### src/rtl/reg16_write_sequencer_if.sv
// Write-side bus of the 16-bit adiabatic register: valid/ready word handshake,
// register data bus, four power-clock phase pins, readback, done and err.
interface reg16_write_sequencer_if #(
    parameter int WIDTH = 16
);
    logic             wr_valid;
    logic [WIDTH-1:0] wr_data;
    logic             wr_ready;
    logic [WIDTH-1:0] reg_in;
    logic             Fclkpos;
    logic             Fclkneg;
    logic             clkpos;
    logic             clkneg;
    logic [WIDTH-1:0] reg_q;
    logic             done;
    logic             err;

    // The sequencer is the slave; the datapath/test side is the master.
    modport slave (
        input  wr_valid, wr_data, reg_q,
        output wr_ready, reg_in, Fclkpos, Fclkneg, clkpos, clkneg, done, err
    );

    modport master (
        output wr_valid, wr_data, reg_q,
        input  wr_ready, reg_in, Fclkpos, Fclkneg, clkpos, clkneg, done, err
    );
endinterface

### src/rtl/reg16_write_sequencer.sv
// Writer for the 16-bit adiabatic register: latches one word per handshake and
// steps the Fclk/clk power-clock phases. Optional macro READBACK_CHECK_EN adds a readback compare.
module reg16_write_sequencer #(
    parameter int WIDTH       = 16,
    parameter int RAMP_CYCLES = 2,
    parameter int HOLD_CYCLES = 1
) (
    input  logic                  clk,
    input  logic                  rst_n,
    reg16_write_sequencer_if.slave bus
);

    localparam int MAX_CYCLES = (RAMP_CYCLES > HOLD_CYCLES) ? RAMP_CYCLES : HOLD_CYCLES;
    localparam int CW         = $clog2(MAX_CYCLES) + 1;

    localparam logic [CW-1:0] RAMP_LOAD = CW'(RAMP_CYCLES - 1);
    localparam logic [CW-1:0] HOLD_LOAD = CW'(HOLD_CYCLES - 1);
    localparam logic [CW-1:0] CNT_ONE   = CW'(1);
    localparam logic [CW-1:0] CNT_ZERO  = '0;

    localparam logic [2:0] S_IDLE    = 3'd0;
    localparam logic [2:0] S_SETUP   = 3'd1;
    localparam logic [2:0] S_CAPTURE = 3'd2;
    localparam logic [2:0] S_RELEASE = 3'd3;
    localparam logic [2:0] S_RECOVER = 3'd4;

    logic [2:0]       state, state_d;
    logic [CW-1:0]    cnt, cnt_d;
    logic [WIDTH-1:0] reg_in_q;
    logic             ready_q;
    logic             fclkpos_q, fclkneg_q;
    logic             clkpos_q, clkneg_q;
    logic             done_q;
    logic             err_q, err_d;
    logic             handshake;
    logic             finishing;

    assign handshake = (state == S_IDLE) && bus.wr_valid;

    // Each busy state counts down from its load value and moves on at zero.
    always_comb begin
        state_d   = state;
        cnt_d     = cnt;
        finishing = 1'b0;
        case (state)
            S_IDLE: begin
                if (handshake) begin
                    state_d = S_SETUP;
                    cnt_d   = RAMP_LOAD;
                end
            end
            S_SETUP: begin
                if (cnt == CNT_ZERO) begin
                    state_d = S_CAPTURE;
                    cnt_d   = HOLD_LOAD;
                end else begin
                    cnt_d = cnt - CNT_ONE;
                end
            end
            S_CAPTURE: begin
                if (cnt == CNT_ZERO) begin
                    state_d = S_RELEASE;
                    cnt_d   = RAMP_LOAD;
                end else begin
                    cnt_d = cnt - CNT_ONE;
                end
            end
            S_RELEASE: begin
                if (cnt == CNT_ZERO) begin
                    state_d = S_RECOVER;
                    cnt_d   = RAMP_LOAD;
                end else begin
                    cnt_d = cnt - CNT_ONE;
                end
            end
            S_RECOVER: begin
                if (cnt == CNT_ZERO) begin
                    state_d   = S_IDLE;
                    cnt_d     = CNT_ZERO;
                    finishing = 1'b1;
                end else begin
                    cnt_d = cnt - CNT_ONE;
                end
            end
            default: begin
                state_d = S_IDLE;
                cnt_d   = CNT_ZERO;
            end
        endcase
    end

`ifdef READBACK_CHECK_EN
    // The register has settled by the last RECOVER cycle; a mismatch there is latched until the next word.
    always_comb begin
        err_d = err_q;
        if (handshake) begin
            err_d = 1'b0;
        end else if (finishing && (bus.reg_q != reg_in_q)) begin
            err_d = 1'b1;
        end
    end
`else
    logic unused_reg_q;
    assign unused_reg_q = ^bus.reg_q;

    always_comb begin
        err_d = 1'b0;
    end
`endif

    // Phase pins are decoded from the next state, so they only move on state transitions.
    always_ff @(posedge clk or negedge rst_n) begin
        if (!rst_n) begin
            state     <= S_IDLE;
            cnt       <= CNT_ZERO;
            reg_in_q  <= '0;
            ready_q   <= 1'b1;
            fclkpos_q <= 1'b0;
            fclkneg_q <= 1'b1;
            clkpos_q  <= 1'b0;
            clkneg_q  <= 1'b1;
            done_q    <= 1'b0;
            err_q     <= 1'b0;
        end else begin
            state     <= state_d;
            cnt       <= cnt_d;
            ready_q   <= (state_d == S_IDLE);
            fclkpos_q <= (state_d == S_SETUP) || (state_d == S_CAPTURE) || (state_d == S_RELEASE);
            fclkneg_q <= !((state_d == S_SETUP) || (state_d == S_CAPTURE) || (state_d == S_RELEASE));
            clkpos_q  <= (state_d == S_CAPTURE);
            clkneg_q  <= (state_d != S_CAPTURE);
            done_q    <= finishing;
            err_q     <= err_d;
            if (handshake) begin
                reg_in_q <= bus.wr_data;
            end
        end
    end

    assign bus.wr_ready = ready_q;
    assign bus.reg_in   = reg_in_q;
    assign bus.Fclkpos  = fclkpos_q;
    assign bus.Fclkneg  = fclkneg_q;
    assign bus.clkpos   = clkpos_q;
    assign bus.clkneg   = clkneg_q;
    assign bus.done     = done_q;
    assign bus.err      = err_q;

endmodule

### src/flat_wrapper.sv
// flat-port wrapper written by rule: the top's interface ports become plain ports
module reg16_write_sequencer_flat 
#(
    parameter int WIDTH       = 16,
    parameter int RAMP_CYCLES = 2,
    parameter int HOLD_CYCLES = 1
)
  (clk, rst_n, bus_wr_valid, bus_wr_data, bus_reg_q, bus_wr_ready, bus_reg_in, bus_Fclkpos, bus_Fclkneg, bus_clkpos, bus_clkneg, bus_done, bus_err);
  reg16_write_sequencer_if #(.WIDTH(WIDTH)) bus_i ();
  input  logic clk;
  input  logic rst_n;
  input wire logic [$bits(bus_i.wr_valid)-1:0] bus_wr_valid;
  input wire logic [$bits(bus_i.wr_data)-1:0] bus_wr_data;
  input wire logic [$bits(bus_i.reg_q)-1:0] bus_reg_q;
  output wire logic [$bits(bus_i.wr_ready)-1:0] bus_wr_ready;
  output wire logic [$bits(bus_i.reg_in)-1:0] bus_reg_in;
  output wire logic [$bits(bus_i.Fclkpos)-1:0] bus_Fclkpos;
  output wire logic [$bits(bus_i.Fclkneg)-1:0] bus_Fclkneg;
  output wire logic [$bits(bus_i.clkpos)-1:0] bus_clkpos;
  output wire logic [$bits(bus_i.clkneg)-1:0] bus_clkneg;
  output wire logic [$bits(bus_i.done)-1:0] bus_done;
  output wire logic [$bits(bus_i.err)-1:0] bus_err;
  assign bus_i.wr_valid = bus_wr_valid;
  assign bus_i.wr_data = bus_wr_data;
  assign bus_i.reg_q = bus_reg_q;
  assign bus_wr_ready = bus_i.wr_ready;
  assign bus_reg_in = bus_i.reg_in;
  assign bus_Fclkpos = bus_i.Fclkpos;
  assign bus_Fclkneg = bus_i.Fclkneg;
  assign bus_clkpos = bus_i.clkpos;
  assign bus_clkneg = bus_i.clkneg;
  assign bus_done = bus_i.done;
  assign bus_err = bus_i.err;
  reg16_write_sequencer #(.WIDTH(WIDTH), .RAMP_CYCLES(RAMP_CYCLES), .HOLD_CYCLES(HOLD_CYCLES)) u_core (.clk(clk), .rst_n(rst_n), .bus(bus_i));
endmodule
### config.mk
export PLATFORM = sky130hd
export DESIGN_NAME = reg16_write_sequencer_flat
export DESIGN_NICKNAME = d
export VERILOG_FILES = /design/src/rtl/reg16_write_sequencer_if.sv /design/src/rtl/reg16_write_sequencer.sv /design/src/flat_wrapper.sv
export SDC_FILE = /design/constraint.sdc
export NUM_CORES = 1
export LEC_CHECK = 0
export ABC_AREA = 1
export CORE_MARGIN = 1
export CORE_UTILIZATION = 42
export DETAILED_ROUTE_END_ITERATION = 16
export GPL_ROUTABILITY_DRIVEN = 0
export MAX_ROUTING_LAYER = met4
export PLACE_DENSITY_LB_ADDON = 0.08
export REMOVE_ABC_BUFFERS = 1
export SLEW_MARGIN = 20
export SYNTH_ARGS = -nofsm -noshare
export SYNTH_HDL_FRONTEND = slang
export SYNTH_SLANG_ARGS = --single-unit
### constraint.sdc
create_clock -name clk -period 3.77 [get_ports clk]
set_clock_uncertainty 0.2 [all_clocks]
set_input_delay 0.754 -clock clk [delete_from_list [all_inputs] [get_ports clk]]
set_output_delay 0.754 -clock clk [all_outputs]
set_load 0.005 [all_outputs]
==> impl_metrics.csv, run 1 <==
group,metric,value,unit
worst_setup_path,max_stage_delay,550,ps
routing,num_vias,939,
timing,tns,0,ps
final_layout,layout-area-overhead-vs-synth,37.3,%
worst_setup_path,crit_path_end_kind,"primary output",
worst_setup_path,r2r-start,"u_core.state[0]$_DFF_PN0_",
run,drv_cap,0,
global_routing,grt_usage,18.4,%
outcome,status,"complete, no violations",
logic_synthesis,yosys_warnings,0,
final_layout,drive_above_1_share,12.4,%
routing,postRouteAntennaNets,0,
logic_synthesis,yosys-top-cells-count,"41 x nand2_1, 24 x dfrtp_1, 22 x nand3_1",
min_path,hp-start,"u_core.bus.reg_in[12]$_DFFE_PN0P_",
worst_setup_path,startpoint,"u_core.bus.clkneg$_DFF_PN1_",
clock_tree,cts_buffers,3,
worst_setup_path,critPathKind,"flop to primary output",
clock_tree,cts.path.max_buffers,2,
timing,final-setup-viol-count,0,
clock_tree,hold_buffers,0,
worst_setup_path,critPathBufInv,1,
clock_tree,cts_setup_buffers,0,
clock_tree,clk_latency,320,ps
routing,wl_met3,104,um
logic_synthesis,netlist_area,0.00118,mm^2
die,num_io_pins,58,
power_and_ir_drop,peakVddDrop,0.000450,V
timing,max_freq,0.435,GHz
clock_tree,htreeDepth,1,
place,dp_hpwl,1.66,mm
logic_synthesis,synth.ff_latch_count,27,
clock_tree,cts_root_buf,"clkbuf_4",
global_routing,antenna_found_initial,0,
timing,fin_crit,2300,ps
global_routing,grt-ovfl-total,0,
logic_synthesis,synth_edf_count,0,
final_layout,nNetsFinal,205,
logic_synthesis,synth_flop_cell,"dfrtp_1",
timing,grt_setup_unrepaired,"no",
clock_tree,tritoncts,"built",
worst_setup_path,worst_path_max_delay_cell,"dfstp_2",
routing,drc,0,
min_path,min_path_type,"flop to flop",
worst_setup_path,worst_ep_required_time,2820,ps
final_layout,final_util,63.2,%
final_layout,fill_cells,223,
logic_synthesis,synthCells,128,
die,die_h,55.0,um
logic_synthesis,synth.avg_cell_area,9.23,um^2
clock_tree,path_clk_slew,150,ps
timing,slew_viol_final,0,
routing,drtPass1Iterations,4,
logic_synthesis,ys_seq_area_share,57.5,%
routing,met1_length,1.06,mm
routing,wl_per_cell,11.7,um
worst_setup_path,crit_family,"flip-flops",
die,rows,18,
routing,drt-vias-per-instance,4.72,
final_layout,multiInputGateArea,407,um^2
power_and_ir_drop,powerDensity,795,mW/mm^2
power_and_ir_drop,power_leakage,0.790,nW
logic_synthesis,yosysTopAreaCell,"dfrtp_1",
global_routing,grt_max_degree,28,
place,io_buffers,40,
routing,wl,2.33,mm
worst_setup_path,cp.arrival,1350,ps
routing,wl_met2,1.15,mm
logic_synthesis,synth.distinct_cells,19,
global_routing,grt_pass1_vias,912,
die,die_w,55.0,um
final_layout,seqCellArea,679,um^2
worst_setup_path,crit_chain,"clkdlybuf4s50_1",
logic_synthesis,synth.most_common_cell,"nand2_1",
routing,initialDrtViolationCount,9,
die,start_util,46.0,%
clock_tree,clkSinkCount,27,
clock_tree,cts-resized-gates,0,
timing,hold_viol,0,
routing,highest_layer,"met4",
die,dieArea,0.00303,mm^2
worst_setup_path,critPathLaunchType,"flop",
die,core_area,0.00257,mm^2
logic_synthesis,synth_top_area_share,50.8,%
timing,fin_crit_sh,61.0,%
final_layout,diodes,0,
logic_synthesis,ys_top_cells_by_area,"dfrtp_1 51%, nand2_1 13%, nand3_1 9.3%",
global_routing,grt_pass1_wl,3.84,mm
worst_setup_path,path_max_fanout,1,
logic_synthesis,ys_async_sr_fraction,100,%
timing,fin_worst_hold_slack,286,ps
==> logic make-up (layout without fill, tap and decap cells) <==
logic type / Yosys count / count (layout) / share of synthesized area [%]
flops: 27 / 27 / 57.5
other cells: 1 / 1 / 0.317
buf+inv: 17 / 58 / 8.05
simple gates: 78 / 78 / 32.0
compound gates: 5 / 5 / 2.12
==> worst paths after layout <==
path	to	slack [ps]	cells after the start
max reg2reg	u_core.bus.clkpos$_DFF_PN0_	2240	8
min in group asynchronous	u_core.bus.done$_DFF_PN0_	580	2
max	bus_clkneg	1470	1
max in group asynchronous	u_core.bus.Fclkneg$_DFF_PN1_	2490	2
min	u_core.bus.reg_in[12]$_DFFE_PN0P_	290	2
min reg2reg	u_core.bus.reg_in[12]$_DFFE_PN0P_	290	2
==> through the flow <==
step                setup WS, ps  cells  area, um^2  total power [W]
detailed placement          1590    195        1590          0.00118
finish                      1470    199        1620          0.00129
CTS                         1450    199        1620          0.00131
floorplan                   2320    123        1140         0.000866
global placement            1610    195        1590          0.00115
global route                1380    199        1620          0.00141
==> metal layers <==
metal	GRT usage, %	vias up
met4	5.00	0
li1	-	478
met2	30.9	32
met3	3.28	2
met1	22.7	427
met5	-	-
==> report_power, final <==
part	leakage (nW)	switching [W]	internal, W	total [W]
logic	0.444	0.000329	0.000321	0.000650
registers	0.332	0.0000826	0.000429	0.000512
clock network	0.0139	0.0000861	0.0000405	0.000127
==> cells in the final DEF (no fill, tap or decap) <==
| cell type | instances |
|---|---|
| nand2_4 | 2 |
| inv_8 | 1 |
| inv_1 | 9 |
| nand2_2 | 4 |
| nor3_1 | 1 |
| nand3_1 | 22 |
| conb_1 | 1 |
| o21ai_0 | 3 |
| nand2_1 | 41 |
| clkdlybuf4s50_1 | 40 |
| nand2_8 | 1 |
| clkinvlp_4 | 1 |
| nor2_4 | 2 |
| buf_4 | 2 |
| nor2_1 | 5 |
| clkbuf_4 | 3 |
| inv_2 | 2 |
| dfrtp_1 | 24 |
| a21oi_1 | 2 |
| dfstp_2 | 3 |
==> flip-flops by register name, indices dropped and copies added (netlist names) <==
name,cells
u_core.bus.done,1
u_core.bus.Fclkpos,1
u_core.bus.wr_ready,1
u_core.bus.Fclkneg,1
u_core.cnt,2
u_core.state,3
u_core.bus.clkpos,1
u_core.bus.reg_in,16
u_core.bus.clkneg,1
==> area by class of cell <==
class,count,area share (%)
clock buffers,3,1.39
clock inverters,1,0.463
repair buffers,42,25.6
multi-input cells,84,25.1
flip-flops and latches,27,41.9
well taps,30,2.31
inverters,12,3.24
No activity file was read; power rests on OpenSTA's default activity.
==> run 2: changes to the inputs <==
--- a/config.mk
+++ b/config.mk
@@ -7,7 +7,7 @@
 export LEC_CHECK = 0
 export ABC_AREA = 1
 export CORE_MARGIN = 1
-export CORE_UTILIZATION = 42
+export CORE_UTILIZATION = 39
 export DETAILED_ROUTE_END_ITERATION = 16
 export GPL_ROUTABILITY_DRIVEN = 0
 export MAX_ROUTING_LAYER = met4
==> constraint.sdc (replaced) <==
create_clock -name clk -period 2.15 [get_ports clk]
set_clock_uncertainty 0.2 [all_clocks]
set_input_delay 0.43 -clock clk [delete_from_list [all_inputs] [get_ports clk]]
set_output_delay 0.43 -clock clk [all_outputs]
set_load 0.005 [all_outputs]
==> impl_metrics.csv, run 2 (same netlist as run 1, synthesis figures left out) <==
group,metric,value,unit
clock_tree,htreeDepth,1,
timing,max_freq,0.506,GHz
outcome,status,"finished, violations left",
final_layout,largest_reg_flops,16,
power_and_ir_drop,peakVddDrop,0.000543,V
timing,hold_viol,0,
final_layout,final_cell_mix,"41 x nand2_1, 40 x clkdlybuf4s50_1, 24 x dfrtp_1",
routing,wl,2.27,mm
die,start_util,42.1,%
routing,wl_per_cell,11.3,um
die,rows,19,
routing,num_vias,937,
routing,drc,3,
power_and_ir_drop,powerDensity,1390,mW/mm^2
die,core_area,0.00281,mm^2
worst_setup_path,cp.arrival,1340,ps
clock_tree,tritoncts,"built",
worst_setup_path,max_stage_delay,540,ps
worst_setup_path,path_max_fanout,1,
timing,fin_crit,1970,ps
worst_setup_path,critPathKind,"flop to primary output",
routing,drt-vias-per-instance,4.69,
clock_tree,clkSinkCount,27,
global_routing,grt_pass1_wl,4.13,mm
final_layout,nNetsFinal,205,
die,num_io_pins,58,
routing,initialDrtViolationCount,26,
final_layout,layout_commonest_cell,"nand2_1",
final_layout,fin_area,0.00162,mm^2
timing,final-setup-viol-count,0,
clock_tree,cts-resized-gates,0,
worst_setup_path,crit_path_end_kind,"primary output",
clock_tree,path_clk_slew,140,ps
clock_tree,cts_buffers,3,
power_and_ir_drop,power.internal,0.00139,W
clock_tree,hold_buffers,0,
power_and_ir_drop,clockPowerShare,9.5,%
final_layout,layout-area-overhead-vs-synth,37.1,%
worst_setup_path,crit_family,"flip-flops",
power_and_ir_drop,seq_power_share,39.9,%
power_and_ir_drop,power_leakage,0.791,nW
clock_tree,cts_root_buf,"clkbuf_4",
power_and_ir_drop,p_switching,0.000864,W
clock_tree,clk_latency,320,ps
global_routing,grt_pass1_vias,960,
worst_setup_path,critPathLaunchType,"flop",
worst_setup_path,worst_ep_required_time,1520,ps
power_and_ir_drop,power.total,0.00225,W
outcome,violations,"DRC",
global_routing,grt_max_degree,28,
min_path,min_path_type,"input port to async pin",
power_and_ir_drop,pwr-share-comb,50.6,%
timing,tns,0,ps
clock_tree,cts_setup_buffers,0,
global_routing,grt-ovfl-total,0,
place,io_buffers,40,
final_layout,drive_above_1_share,11.8,%
worst_setup_path,worst_path_max_delay_cell,"dfstp_2",
global_routing,grt_usage,16.7,%
final_layout,diodes,0,
die,dieArea,0.00325,mm^2
timing,slew_viol_final,0,
worst_setup_path,crit_chain,"clkdlybuf4s50_1",
die,die_w,57.0,um
global_routing,antenna_found_initial,0,
run,drv_cap,0,
place,place_area,0.00159,mm^2
worst_setup_path,critPathBufInv,1,
timing,fin_crit_sh,91.9,%
clock_tree,cts.path.max_buffers,2,
routing,drtPass1Iterations,10,
timing,grt_setup_unrepaired,"no",
die,die_h,57.0,um
power_and_ir_drop,switching_share,38.3,%
place,dp_hpwl,1.66,mm
final_layout,fill_cells,266,
routing,postRouteAntennaNets,0,
-- run 2: cell count changes in the layout (fill, tap and decap cells not counted), sizes merged --
| cell | before | now |
|---|---|---|
| clkbuf | 3 | 4 |
| clkinvlp | 1 | 0 |
-- run 2: path summary, 6_finish.rpt --
check                                                    end                              start  slack [ps]  depth (start not counted)
max                                             bus_wr_ready      u_core.bus.wr_ready$_DFF_PN1_         180                          1
min                                u_core.bus.done$_DFF_PN0_                              rst_n         260                          2
max reg2reg                      u_core.bus.clkpos$_DFF_PN0_          u_core.state[0]$_DFF_PN0_         620                          8
min reg2reg                u_core.bus.reg_in[11]$_DFFE_PN0P_  u_core.bus.reg_in[11]$_DFFE_PN0P_         290                          2
max in group asynchronous       u_core.bus.Fclkneg$_DFF_PN1_                              rst_n        1190                          2
min in group clk           u_core.bus.reg_in[11]$_DFFE_PN0P_  u_core.bus.reg_in[11]$_DFFE_PN0P_         290                          2
-- run 2: power groups by stage --
stage                     logic (W)  registers (W)  clock network [W]
after detailed placement    0.00115       0.000909                  0
after floorplan            0.000604       0.000914                  0
after CTS                   0.00116       0.000901           0.000224
after global placement      0.00112       0.000901                  0
after global routing        0.00129       0.000929           0.000246
final                       0.00114       0.000899           0.000214
-- run 2: metal layers --
metal	GRT usage (%)	vias up	routed length (um)
li1	-	480	-
met1	20.8	424	1050
met2	26.7	28	1080
met3	3.40	5	98
met4	6.97	0	40
met5	-	-	0
-- run 2: cell type report --
class	count	area, um^2	area share (%)
tap	31	38.8	2.40
multi-input combinational	84	407	25.1
sequential	27	679	42.0
inverter	12	52.6	3.25
clock buffer	4	26.3	1.62
timing repair buffer	42	415	25.7
-- run 2: per-stage QoR --
step,worst slack [ps],util [%],std cells,hold slack [ps]
3_5_place_dp,393,56.8,196,263
4_1_cts,162,57.7,200,265
5_1_grt,127,57.7,200,271
3_3_place_gp,402,56.8,196,253
6_report,175,57.7,200,261
2_1_floorplan,778,-,123,-65.6
